File: config.mk
export PLATFORM = sky130hd
export DESIGN_NAME = id_issue_stage
export DESIGN_NICKNAME = d
export VERILOG_FILES = /design/src/rtl/id_issue_stage.sv
export SDC_FILE = /design/constraint.sdc
export NUM_CORES = 1
export LEC_CHECK = 0
export CAP_MARGIN = 20
export CORE_MARGIN = 4
export CORE_UTILIZATION = 38
export CTS_BUF_LIST = sky130_fd_sc_hd__clkbuf_8
export CTS_CLUSTER_SIZE = 30
export DETAILED_ROUTE_END_ITERATION = 8
export GPL_TIMING_DRIVEN = 0
export PLACE_DENSITY_LB_ADDON = 0.08
export SYNTH_ARGS = -nofsm -noshare
export SYNTH_HDL_FRONTEND = slang
export SYNTH_SLANG_ARGS = --single-unit
File: constraint.sdc
create_clock -name clk -period 1.95 [get_ports clk]
set_clock_uncertainty 0.15 [all_clocks]
set_input_delay 0.195 -clock clk [delete_from_list [all_inputs] [get_ports clk]]
set_output_delay 0.195 -clock clk [all_outputs]
set_load 0.02 [all_outputs]
File: src/rtl/id_issue_stage.sv
// id_issue_stage: decode-stage pipeline register with operand-ready issue control,
// branch flush, saturating stall statistics and a sticky hang watchdog.
module id_issue_stage #(
  parameter int PAYLOAD_WD = 64,
  parameter int CNT_WD     = 16,
  parameter int HANG_LIMIT = 1024
) (
  input  logic                  clk,
  input  logic                  resetn,
  input  logic                  IF_to_ID_valid,
  input  logic [PAYLOAD_WD-1:0] IF_to_ID_payload,
  output logic                  ID_allowin,
  output logic [PAYLOAD_WD-1:0] ID_payload,
  output logic                  ID_valid,
  input  logic                  src_1_ready,
  input  logic                  src_2_ready,
  input  logic                  flush,
  input  logic                  EXE_allowin,
  output logic                  ID_to_EXE_valid,
  output logic [PAYLOAD_WD-1:0] ID_to_EXE_payload,
  output logic [CNT_WD-1:0]     stall_cnt,
  output logic                  hang
);
  localparam int HW = $clog2(HANG_LIMIT + 1);
  localparam logic [HW-1:0] HANG_MAX = HW'(HANG_LIMIT);
  typedef enum logic [1:0] {EMPTY, WAIT, READY} state_t;
  state_t                  w_state;
  logic                    r_valid;
  logic [PAYLOAD_WD-1:0]   r_payload;
  logic [CNT_WD-1:0]       r_stall_cnt;
  logic [HW-1:0]           r_wait_run;
  logic                    r_hang;
  logic                    w_ready_go;
  logic                    w_wait;
  logic                    w_load;
  logic [HW-1:0]           w_wait_nxt;
  // state is derived, not stored: it follows the held valid bit and live operand readiness
  always_comb begin
    w_ready_go = src_1_ready & src_2_ready;
    w_state    = !r_valid ? EMPTY : w_ready_go ? READY : WAIT;
    w_wait     = (w_state == WAIT) && !flush;
    w_wait_nxt = !w_wait ? '0 : (r_wait_run == HANG_MAX) ? r_wait_run : r_wait_run + HW'(1);
    w_load     = !flush && ID_allowin && IF_to_ID_valid;
  end
  assign ID_allowin        = ~r_valid | (w_ready_go & EXE_allowin);
  assign ID_to_EXE_valid   = r_valid & w_ready_go & ~flush;
  assign ID_valid          = r_valid;
  assign ID_payload        = r_payload;
  assign ID_to_EXE_payload = r_payload;
  assign stall_cnt         = r_stall_cnt;
  assign hang              = r_hang;
  always_ff @(posedge clk or negedge resetn) begin
    if (!resetn) begin
      r_valid     <= 1'b0;
      r_payload   <= '0;
      r_stall_cnt <= '0;
      r_wait_run  <= '0;
      r_hang      <= 1'b0;
    end else begin
      if (flush) r_valid <= 1'b0;
      else if (ID_allowin) r_valid <= IF_to_ID_valid;
      if (w_load) r_payload <= IF_to_ID_payload;
      if (w_wait && !(&r_stall_cnt)) r_stall_cnt <= r_stall_cnt + CNT_WD'(1);
      r_wait_run <= w_wait_nxt;
      if (w_wait_nxt == HANG_MAX) r_hang <= 1'b1;
    end
  end
endmodule
---- Yosys cells after proc, flatten, opt, wreduce, memory -nomap -nowiden ----
Cells that the tools add are included.
word-level totals
  register bits after elaboration ......... 93
  output and inout port bits .............. 148
  word-level logic and storage cells ...... 31
cells by class
  $add $sub $neg .......................... 2
  equality and inequality tests ........... 3
  multiplexer cells ....................... 6
  bitwise logic cells ..................... 7
  reductions and logical operators ........ 8
operators with widths
  kind                                           number
  == test 11 bit, second input constant          2
  two-way mux 11 bit                             2
  adder 16 x 1 -> 16 bit, second input constant  1
  AND reduction 16 bit                           1
  adder 11 x 1 -> 11 bit, second input constant  1
  bitwise AND 1 bit                              4
  logical AND 1 bit                              4
  two-way mux 2 bit                              2
  == test 2 x 1 -> 1 bit, second input constant  1
  logical NOT 1 bit                              2
  two-way mux 1 bit                              2
  inverter 1 bit                                 2
  nonzero test 2 bit                             1
  bitwise OR 1 bit                               1

---- Depth between registers and ports, before layout ----
Gate-level depths: netlist of the first run.
  depth after elaboration ................. 7
  depth in mapped cells ................... 7
  depth with buffers taken out ............ 7

---- Least setup slack after synthesis of the first run ----
No wires, ideal clock.
  path type ............................... register -> register
  start ................................... reg r_stall_cnt[3], in the netlist stall_cnt[3]
  end ..................................... reg r_stall_cnt[12], in the netlist stall_cnt[12]
  arrival time ............................ 1.735 ns
  slack ................................... -0.060 ns
  cell stages (with the launch flop) ...... 5
  buffers on the path ..................... 0
  clock period less this slack ............ 2.010 ns
  path through ............................ dfrtp_1 nand4_2 or3_4 or3_1 mux2_4
on the way
  longest elaborated chain between the ends .. 3
  elaborated cells on any way between the ends .. 4
RTL lines
  item                                                            RTL line  text
  from (decl)                                                     30        logic [CNT_WD-1:0] r_stall_cnt;
  from (signal assigned)                                          63        if (w_wait && !(&r_stall_cnt)) r_stall_cnt <= r_stall_cnt + CNT_WD'(1);
  branches (longest 3 deep; another with adder 16 x 1 -> 16 bit)  -
Several ways; the timed one is not identified.
A chain may end at the register's enable or synchronous reset.

---- Final worst setup path of the first run ----
  start ................................... reg r_wait_run[1]
  end ..................................... reg r_hang, in the netlist hang
on the way
  longest elaborated chain between the ends .. 4
  elaborated cells on any way between the ends .. 5
RTL lines
  item                                                             RTL line  text
  from (decl)                                                      31        logic [HW-1:0] r_wait_run;
  from (signal assigned)                                           64        r_wait_run <= w_wait_nxt;
  adder 11 x 1 -> 11 bit / == test 11 bit (equally long branches)  42        w_wait_nxt = !w_wait ? '0 : (r_wait_run == HANG_MAX) ? r_wait_run : r_wait_run + HW'(1);
  two-way mux 11 bit (*) (2 in series)                             42
  == test 11 bit (*)                                               65        if (w_wait_nxt == HANG_MAX) r_hang <= 1'b1;
  to (signal assigned)                                             58        r_hang <= 1'b0;
  to (signal assigned)                                             65
  to (decl)                                                        32        logic r_hang;
Every way passes the cells marked *; elsewhere a longest branch is shown, timed or not.

==> reports/metrics.yaml, run 1 <==
cells_and_area:
  footprint_of_the_multi_input_gates_um2: 1563
  post_route_core_utilization_pct: 64.58
  final-seq-area_um2: 2336
  fillerInstances: 914
  final_cell_count_no_fill: 743
  area.growth.synth_to_final_pct: 63.08
  post_route_cells_drive_above_1_share_pct: 30.35
  final_net_count: 672
  num_antenna_cells: 0
drt:
  avgViaCountPerCell: 4.643
  wl_per_cell_um: 16.78
  top_layer_used: "met4"
  initialDrtViolationCount: 85
  routed-wl-met3_mm: 1.000
  wl_met1_mm: 4.822
  drtPass1Iterations: 4
  route.final.wire_length_mm: 12.47
  detail_route.drc_violations: 0
  vias: 3450
  dr_wl_met2_mm: 6.489
  ant_nets: 0
floorplanning:
  num_io_pins: 219
  die_height_um: 115.2
  coreArea_um2: 11030
  area_enclosed_by_the_die_boundary_um2: 13270
  start_util_pct: 39.60
  die_w_um: 115.2
  row_count: 38
sta:
  tightestPinTransition_ps: 588.5
  timing.fmax_mhz: 526.3
  final_hold_viol_count: 0
  layout_min_cycle_time_ps: 1900
  drv_slew: 0
  relSlewSlack_pct: 60.77
  report.final.setup_viol: 0
  layout_worst_path_cycle_share_pct: 97.45
worst_setup_path:
  worstRegToRegCells: 7
  critPathLaunch: "r_wait_run[1]"
  setup.worst_path.start_class: "register"
  r2r_end: "hang"
  rrSetupSlack_ps: 50
  path_class: "reg2reg"
  critical_path_arrival_ps: 2040
  timing.critical_path.to_type: "register"
  critical_path_peak_fanout: 5
  worst_path_required_time_ps: 2090
  regToRegStartpoint: "r_wait_run[1]"
clock_network:
  htree_num_levels: 3
  clkSinkCount: 93
  worst_skew_pair.late_latency_ps: 360
  tritoncts: "built"
  cts_buffers: 9
  clock_path_buffers: 2
  path_clk_slew_ps: 90
  cts-root-buf: "clkbuf_8"
global_route:
  grt_start_max_net_pins: 51
  grt_util_all_layers_pct: 17.98
  grt_pass1_wl_mm: 18.54
  grt_antenna_before_repair: 0
  grt_remaining_overflow: 0
  number_of_global_route_vias_before_repair: 3465
power_and_ir_drop:
  vdd_drop_max_uv: 493.2
  power_per_cell_area_nw_per_um2: 955.7
  power.static_leakage_nw: 3.046
synth:
  synth-compound-area-share_pct: 2.177
  synth.distinct_cells: 35
  post_synth_instance_area_um2: 4368
  mappedNetlistNets: 433
  synth_cells: 359
  postSynth.topFlopCell: "dfrtp_1"
  asyncSetResetFlopFracSynth_pct: 100.0
  ys_seq_elements: 93
  synthesized_area_divided_by_synthesized_cell_count_um2: 12.17
  yosys.area_share.simple_pct: 9.596
  synth_enable_flop_cells: 0
  ys_warn_count: 0
  synthXorXnorAreaFrac_pct: 4.612
  muxShareOfSynthArea_pct: 17.10
  synth_seq_area_share_pct: 53.28
  synth_adder_area_share_pct: 0.8594
  synth_top_family_by_area: "multiplexers"
placed_design:
  placed_cells_incl_taps: 718
  numPortBuffers: 218
  hpwlAfterDp_mm: 9.778
  place_congestion: 0.7835
worst_hold_path:
  worstHoldPathType: "in2async"
outcome:
  outcome: "finished, final reports clean"
job:
  maxCapViolations: 0
## cell families after synthesis
| logic type | after synthesis |
|---|---|
| xor+xnor | 23 |
| flops | 93 |
| fa+ha+maj | 3 |
| mux | 66 |
| simple gates | 81 |
| compound gates | 16 |
| buf+inv | 77 |
## layout make-up
| class | count | area share (%) |
|---|---|---|
| plain buffers | 73 | 7.588 |
| clock buffers | 9 | 1.739 |
| clock inverters | 7 | 1.282 |
| inverters | 4 | 0.2108 |
| multi-input cells | 189 | 21.94 |
| flip-flops and latches | 93 | 32.79 |
| well taps | 140 | 2.459 |
| repair buffers | 228 | 31.99 |
## power breakdown
part,switching [mW],internal (mW),leakage (nW)
sequential,0.292,2.24,1.13
combinational,1.25,1.64,1.81
clock,0.670,0.718,0.108
## synth_stat cells (all sizes together) (4+ instances only)
cell type | count | area share (%)
buf | 73 | 12
nand2 | 16 | 1.4
xor2 | 9 | 1.8
inv | 4 | 0.34
nand4 | 6 | 1.0
nor2 | 22 | 1.9
a21oi | 8 | 0.92
nor3 | 6 | 0.69
xnor2 | 14 | 2.8
mux2 | 66 | 17
dfrtp | 93 | 53
nand3 | 9 | 1.0
## flip-flops by register name, summed over array words and instances (netlist names)
signal      cells
ID_payload     64
stall_cnt      16
r_wait_run     11
ID_valid        1
hang            1
## cell usage in the layout, fill, tap and decap left out, drive strengths merged, types with 2 or more instances in the layout
master | Yosys | final
bufinv | 0 | 2
o21ai | 2 | 2
clkbuf | 0 | 14
or3 | 3 | 3
and3 | 3 | 3
nor3 | 6 | 6
a21oi | 8 | 8
nand2 | 16 | 16
nand2b | 2 | 2
xor2 | 9 | 9
clkinvlp | 0 | 2
buf | 73 | 78
xnor2 | 14 | 14
a31oi | 2 | 2
nor3b | 2 | 2
nor2 | 22 | 22
dfrtp | 93 | 93
mux2 | 66 | 66
nor2b | 3 | 3
nor4 | 2 | 2
nor4b | 2 | 2
ha | 3 | 3
clkdlybuf4s50 | 0 | 215
inv | 4 | 7
nand3 | 9 | 9
nand4 | 6 | 6
## how the worst max path moves through the flow
stage                                 to  slack (ps)  cells after the start
after floorplan            stall_cnt[12]         -20                      4
after global placement      stall_cnt[3]       -3370                      1
after detailed placement  ID_payload[28]        -400                      7
after CTS                  ID_payload[4]           4                      7
after global routing                hang         -70                      7
final                               hang          50                      7
## repair_timing
action / CTS / global route
resized for setup: 4 / 22
hold buffers: 1 / 0
endpoints found under the hold margin: 43 / 0
pin swaps: 1 / 2
setup buffers: 4 / 4
endpoints found under the setup margin: 16 / 65
## through the flow
stage | worst slack [ps] | hold WS [ps] | TNS (ps) | total power [mW] | cell area, um2
after floorplan | -16.40 | -250.6 | -38.08 | 3.948 | 4372
after global placement | -3368 | 326.8 | -300530 | 5.384 | 6729
after detailed placement | -399.2 | 85.74 | -21940 | 5.445 | 6754
after CTS | 3.668 | 235.6 | 0 | 6.860 | 7012
after global routing | -65.97 | 272.9 | -195.1 | 7.138 | 7123
final | 49.78 | 220.4 | 0 | 6.807 | 7123
## per-layer routing
metal	vias to the layer above	GRT usage, %
li1	1641	-
met1	1662	21.31
met2	132	31.71
met3	15	5.474
met4	0	4.773
met5	-	0
## critical path, cell delays in order, from the launching register on
cell	delay, ps
dfrtp_1	450
inv_1	100
ha_1	170
nor4b_2	300
nand3_1	180
nand2_1	180
o21bai_1	130
a41o_1	180
Note: power is estimated with default switching activity, not from simulation.
==> inputs of run 2 (changes only) <==
--- a/config.mk
+++ b/config.mk
@@ -11,7 +11,7 @@
 export CTS_BUF_LIST = sky130_fd_sc_hd__clkbuf_8
 export CTS_CLUSTER_SIZE = 30
 export DETAILED_ROUTE_END_ITERATION = 8
-export GPL_TIMING_DRIVEN = 0
+export GPL_TIMING_DRIVEN = 1
 export PLACE_DENSITY_LB_ADDON = 0.08
 export SYNTH_ARGS = -nofsm -noshare
 export SYNTH_HDL_FRONTEND = slang
==> run 2 against run 1 <==
  * Final area fell by 4.6%
  * Via count fell by 4.6%
  * Global-route usage fell by 0.95 points
  * Die area did not move
  * Sequential cell count did not move
  * Worst hold slack got worse by 100 ps
  * Clock power fell by 6%
  * Non-clock buffer count fell by 40
  * Sequential share of layout area rose by 1.6 points
==> reports/metrics.yaml, run 2 (same netlist as run 1, synthesis figures left out) <==
worst_setup_path:
  timing.critical_path.max_delay_family: "simple AND/OR/NAND/NOR gates"
  critical_path_peak_fanout: 2  # -3
  critical_path_arrival_ps: 1980  # -60 ps
  cp_slowest_stage_delay_ps: 370  # -80 ps
  critPathBufInv: 1  # unchanged
  crit_chain: "ha_2 -> nand2_1 -> or3_4 -> buf_4 -> o21ai_4 -> mux2_2"
  crit_path_top_delay_cell: "dfrtp_2"
  worst_path_required_time_ps: 2050  # -40 ps
  path_class: "reg2reg"
  setup.worst_path.start_class: "register"
  timing.critical_path.to_type: "register"
global_route:
  grt_pass1_wl_mm: 17.68  # -4.7%
  grt_util_all_layers_pct: 17.03  # -0.95 points
  grt_antenna_before_repair: 0  # unchanged
  number_of_global_route_vias_before_repair: 3373  # -2.7%
  grt_remaining_overflow: 0  # unchanged
  grt_start_max_net_pins: 46  # -9.8%
drt:
  wl_per_cell_um: 16.25  # -3.2%
  initialDrtViolationCount: 104  # +22%
  avgViaCountPerCell: 4.684  # +0.88%
  route.final.wire_length_mm: 11.42  # -8.4%
  ant_nets: 0  # unchanged
  drtPass1Iterations: 4  # unchanged
  vias: 3293  # -4.6%
  detail_route.drc_violations: 0  # unchanged
placed_design:
  hpwlAfterDp_mm: 9.131  # -6.6%
  numPortBuffers: 218  # unchanged
  place_congestion: 0.7793  # -0.54%
sta:
  final_hold_viol_count: 0  # unchanged
  layout_worst_path_cycle_share_pct: 96.67  # -0.78 points
  worst_hold_slack_ps: 119.8  # -100.6 ps
  rsz0062_at_grt: "false"
  relSlewSlack_pct: 69.77  # +9.0 points
  layout_min_cycle_time_ps: 1885  # -15.12 ps
  report.final.setup_viol: 0  # unchanged
  tightestPinTransition_ps: 447.1  # -141.4 ps
  drv_slew: 0  # unchanged
  timing.fmax_mhz: 530.5  # +0.80%
power_and_ir_drop:
  power.static_leakage_nw: 2.840  # -6.8%
  power_per_cell_area_nw_per_um2: 941.1  # -1.5%
  finalPower_mw: 6.394  # -6.1%
  vdd_drop_max_uv: 518.8  # +5.2%
cells_and_area:
  final_net_count: 632  # -6.0%
  layout.cells.most_common: "clkdlybuf4s50_1"
  num_antenna_cells: 0  # unchanged
  post_route_cells_drive_above_1_share_pct: 24.87  # -5.5 points
  final_cell_mix: "clkdlybuf4s50_1 (215), dfrtp_1 (88), mux2_2 (65)"
  largest_register_ff_count: 64  # unchanged
  area.growth.synth_to_final_pct: 55.54
floorplanning:
  start_util_pct: 39.60  # unchanged
  num_io_pins: 219  # unchanged
  coreArea_um2: 11030  # unchanged
  area_enclosed_by_the_die_boundary_um2: 13270  # unchanged
  die_height_um: 115.2  # unchanged
  die_w_um: 115.2  # unchanged
  row_count: 38  # unchanged
clock_network:
  path_clk_slew_ps: 90  # about the same
  clock_path_buffers: 2  # unchanged
  cts_buffers: 9  # unchanged
  clkSinkCount: 93  # unchanged
  cts_setup_buffers: 0  # -4
  worst_skew_pair.late_latency_ps: 360  # about the same
  tritoncts: "built"
  htree_num_levels: 3  # unchanged
  cts-root-buf: "clkbuf_8"
job:
  maxCapViolations: 0  # unchanged
worst_hold_path:
  worstHoldPathType: "in2async"
outcome:
  outcome: "finished, final reports clean"
-- run 2: report_power, final --
group | leakage (nW) | total, mW | internal, mW | switching [mW]
clock network | 0.102 | 1.30 | 0.626 | 0.672
logic | 1.61 | 2.61 | 1.41 | 1.20
registers | 1.13 | 2.48 | 2.24 | 0.247
total | 2.84 | 6.39 | 4.27 | 2.12
-- run 2: worst register-to-register path, cell delays in order, from the launching register on --
cell and delay (ps):
dfrtp_2 370, ha_2 180, nand2_1 70, or3_4 370, buf_4 150, o21ai_4 130, mux2_2 340
-- run 2: what timing repair did --
action,CTS,global route
endpoints found under the hold margin,93,0
endpoints found under the setup margin,4,7
hold buffers,1,0
resized for setup,3,11
-- run 2: cell type report --
cell class,instances,area (um2)
Tap cell,140,175.2
Clock buffer,10,137.6
Inverter,4,15.01
Clock inverter,6,61.31
Sequential cell,93,2333
Timing Repair Buffer,261,2531
Fill cell,926,4237
Multi-Input combinational cell,189,1540
-- run 2: path summary, 6_finish.rpt --
check / startpoint / to / depth (start not counted) / slack, ps
max: stall_cnt[0] / stall_cnt[1] / 6 / 60
min: resetn / ID_payload[4] / 2 / 120
max reg2reg: stall_cnt[0] / stall_cnt[1] / 6 / 60
min reg2reg: hang / hang / 1 / 350
max in group asynchronous: resetn / ID_payload[54] / 3 / 990
min in group clk: flush / ID_valid / 2 / 290
-- run 2: per-layer routing --
metal	share of wire (%)	global-route usage, %	wire length, um
met4	1.1	5.477	131
met5	0	0	0
met1	40	20.67	4588
met2	51	29.44	5850
met3	7.5	4.579	852
-- run 2: per-stage QoR --
stage	setup slack, ps	instance area [um2]	cells	util (%)	TNS (ps)
floorplan	-16.40	4372	359	-	-38.08
global placement	-49.12	6543	686	59.31	-2625
detailed placement	-66.01	6543	686	59.31	-2829
CTS	1.575	6754	703	61.23	0
global route	4.015	6794	703	61.59	0
finish	64.90	6794	703	61.59	0
